[src/rtl/sat_counter.sv]
// Saturating up-counter; synchronous clear wins over increment.
module sat_counter #(
  parameter int W = 16
) (
  input  logic         clk,
  input  logic         rst_n,
  input  logic         clr,
  input  logic         inc,
  output logic [W-1:0] cnt
);

  localparam logic [W-1:0] ONE = W'(1);

  // Count up to all-ones and hold there until cleared.
  always_ff @(posedge clk or negedge rst_n) begin
    if (!rst_n)                 cnt <= '0;
    else if (clr)               cnt <= '0;
    else if (inc && cnt != '1)  cnt <= cnt + ONE;
  end

endmodule

[config.mk]
export PLATFORM = sky130hd
export DESIGN_NAME = sat_counter
export DESIGN_NICKNAME = d
export VERILOG_FILES = /design/src/rtl/sat_counter.sv
export SDC_FILE = /design/constraint.sdc
export NUM_CORES = 1
export LEC_CHECK = 0
export BUFFER_PORTS_ARGS = -buffer_cell sky130_fd_sc_hd__clkbuf_2
export CAP_MARGIN = 40
export CORE_AREA = 2 2 46 48
export DETAILED_ROUTE_END_ITERATION = 12
export DIE_AREA = 0 0 48 50
export PLACE_DENSITY = 0.76
export SLEW_MARGIN = 0
export SYNTH_ARGS = -nofsm -noshare
export SYNTH_HDL_FRONTEND = slang
export SYNTH_SLANG_ARGS = --single-unit
[constraint.sdc]
create_clock -name clk -period 1.9 [get_ports clk]
set_input_delay 0.38 -clock clk [delete_from_list [all_inputs] [get_ports clk]]
set_output_delay 0.38 -clock clk [all_outputs]
set_load 0.05 [all_outputs]
==> qor.csv <==
stage;metric;value;unit
run_status;status;finished clean;
route;number of routed nets with antenna violations;0;
job;max cap viols;0;
timing;Slew Limit Fails;0;
floorplan;I/O pin total;20;
power;Pwr Total;0.632;mW
global_routing;pin count of the biggest net entering global routing;21;
logic_synthesis;number of flops mapped to enable cells by yosys;0;
logic_synthesis;Syn Area/Cell;9.61;sq um
global_routing;Congestion Overflow GR;0;
power;Leakage;0.512;nW
worst_hold_path;Hold Crit Class;input pin to async pin;
logic_synthesis;most frequent cell after synthesis;dfrtp_1;
timing;RSZ-0062 raised after global routing;no;
clock_network;Clock Path Buffers;2;
clock_network;TritonCTS Buffers;3;
clock_network;H-tree lvl count;1;
route;drt drc;0;
final_layout;largest reg by FF count;cnt;
route;total iterations of the first detailed-routing run;4;
power;PwrDens;532;nW/um^2
clock_network;Clock Latency Late Sink;0.28;ns
clock_network;Hold Buf Count CTS;0;
logic_synthesis;FFs w/ async S/R, synth;100;%
logic_synthesis;cells after synthesis;98;
route;DR iter-0 viols;10;
route;average wire per standard cell;14.4;um
floorplan;DIE HEIGHT;50;um
clock_network;CTS root buf;clkbuf_4;
worst_setup_path;RR Endpoint;cnt[3];
worst_setup_path;critical path class;register to register;
floorplan;Cell Rows;16;
logic_synthesis;Commonest cells post-synth;dfrtp_1 (16), a21oi_1 (11), o31ai_1 (7), nand2_1 (6), nand4_1 (6);
timing;crit path time final;1.80;ns
final_layout;area grow syn2layout;25.9;%
worst_setup_path;Reg2Reg Depth;6;
logic_synthesis;Yosys top cell by area;dfrtp_1;
logic_synthesis;Cell Area, Synth;942;sq um
route;final WL;2.20;mm
final_layout;Top Registers;cnt x16;
timing;Final setup viols;0;
logic_synthesis;library cells used by synthesis;28;
power;Max VDD drop;0.000328;V
global_routing;first-pass GRT wire length;3.65;mm
timing;Slew headroom;64.8;%
floorplan;Initial Util;49.5;%
logic_synthesis;yosys warns;0;
timing;f_max;0.557;GHz
floorplan;Die X;48;um
final_layout;Final Net Count;132;
timing;post-route clock period utilization;94.6;%
final_layout;Util after Layout;62.4;%
worst_setup_path;Crit path arrival time;2.01;ns
worst_setup_path;Crit. End Element;register;
placement;Final Wtd Congestion;0.768;
logic_synthesis;Synthesized Nets;103;
logic_synthesis;top-area cell type share of the netlist area;42.5;%
clock_network;Worst-path clk slew;0.10;ns
placement;port buffer count;19;
timing;Slew @ Worst Pin;0.527;ns
logic_synthesis;Seq cells post-synth;16;
logic_synthesis;register area share after synthesis;42.5;%
global_routing;initial antenna violation count;0;
worst_setup_path;worst reg2reg setup slack;0.10;ns
final_layout;number of flip-flops in the largest register;16;
timing;Final Hold Vio Count;0;
floorplan;core area;1900;sq um
worst_setup_path;Req. time, crit path;2.11;ns
worst_setup_path;CP startpoint kind;register;
final_layout;ANT cells;0;
worst_setup_path;Reg-to-Reg Start;cnt[0];
logic_synthesis;dominant cells by area after synthesis;dfrtp_1 (42%), a21oi_1 (5.8%), o31ai_1 (5.6%);
placement;Final HPWL DP;1.49;mm
timing;final setup TNS;0;ns
logic_synthesis;Main synth FF type;dfrtp_1;
global_routing;total track usage;20.7;%
clock_network;Num Clock Sinks;16;
route;Vias/cell;5.77;
clock_network;CTS tree;done;
worst_setup_path;Crit Path Max Fanout;8;
floorplan;die area;2400;sq um
timing;Final Skew;0.00242;ns
global_routing;vias in the first global route;818;
route;Vias;883;
final_layout;layout cells sized above 1;43.7;%
worst_setup_path;CP Launch Point;cnt[0];
==> worst max-delay path, stage by stage, from the launching register on <==
cell     delay, ns
dfrtp_2       0.45
ha_4          0.18
nand4_2       0.11
nor4_4        0.06
buf_4         0.17
or4_2         0.62
a21oi_2       0.13
==> layout by cell type (no fill, tap or decap), types with 5 or more instances in the layout <==
cell / instances
a21oi_1: 10
or4_1: 5
buf_4: 10
o31ai_1: 7
nand4_1: 6
nand2_1: 6
clkbuf_2: 19
dfrtp_2: 11
dfrtp_1: 5
==> power breakdown <==
part           switching [mW]  total, mW  internal (mW)
clock network           0.111      0.228          0.117
logic                  0.0396     0.0551         0.0155
registers             0.00477      0.349          0.344
==> kinds of logic after synthesis <==
group / after synthesis / synth area share, %
muxes: 4 / 4.78
adders and majority gates: 1 / 1.33
DFF: 16 / 42.5
and+or+nand+nor: 45 / 31.2
buffers and inverters: 8 / 3.98
AOI/OAI and AO/OA: 24 / 16.2
==> metal layers <==
| layer | vias up | GRT usage [%] | routed length [um] |
|---|---|---|---|
| met3 | 4 | 5.13 | 86 |
| met1 | 419 | 28.5 | 1030 |
| li1 | 443 | - | - |
| met2 | 17 | 31.6 | 1060 |
| met5 | - | 0 | 0 |
| met4 | 0 | 5.41 | 24 |
==> worst max-delay path by stage <==
stage	end	slack, ns	cells after the start
global route	cnt[3]	0.01	6
global placement	cnt[15]	0.11	5
detailed placement	cnt[15]	0.07	5
floorplan	cnt[15]	0.005	4
CTS	cnt[15]	0.05	5
finish	cnt[3]	0.10	6
==> stage by stage <==
step | std cells | instance area [sq um] | setup WS [ns] | hold slack [ns]
2_1_floorplan | 98 | 956 | 0.00509 | 0.0844
3_5_place_dp | 144 | 1100 | 0.0689 | 0.326
6_report | 153 | 1190 | 0.103 | 0.000386
4_1_cts | 148 | 1130 | 0.0451 | 0.00908
3_3_place_gp | 144 | 1100 | 0.113 | 0.328
5_1_grt | 153 | 1190 | 0.0130 | 0.0144
==> what timing repair did <==
item / in CTS / in global routing
setup endpoints to repair: 0 / 11
setup buffers: 0 / 5
gates resized for setup: 0 / 3
==> final cells by class <==
cell class | count | area, sq um
inverter | 3 | 11.3
clock buffer | 4 | 36.3
multi-input combinational | 74 | 520
fill | 173 | 716
sequential | 16 | 414
timing repair buffer | 29 | 170
tap | 27 | 33.8
No activity file was read; power rests on OpenSTA's default activity.
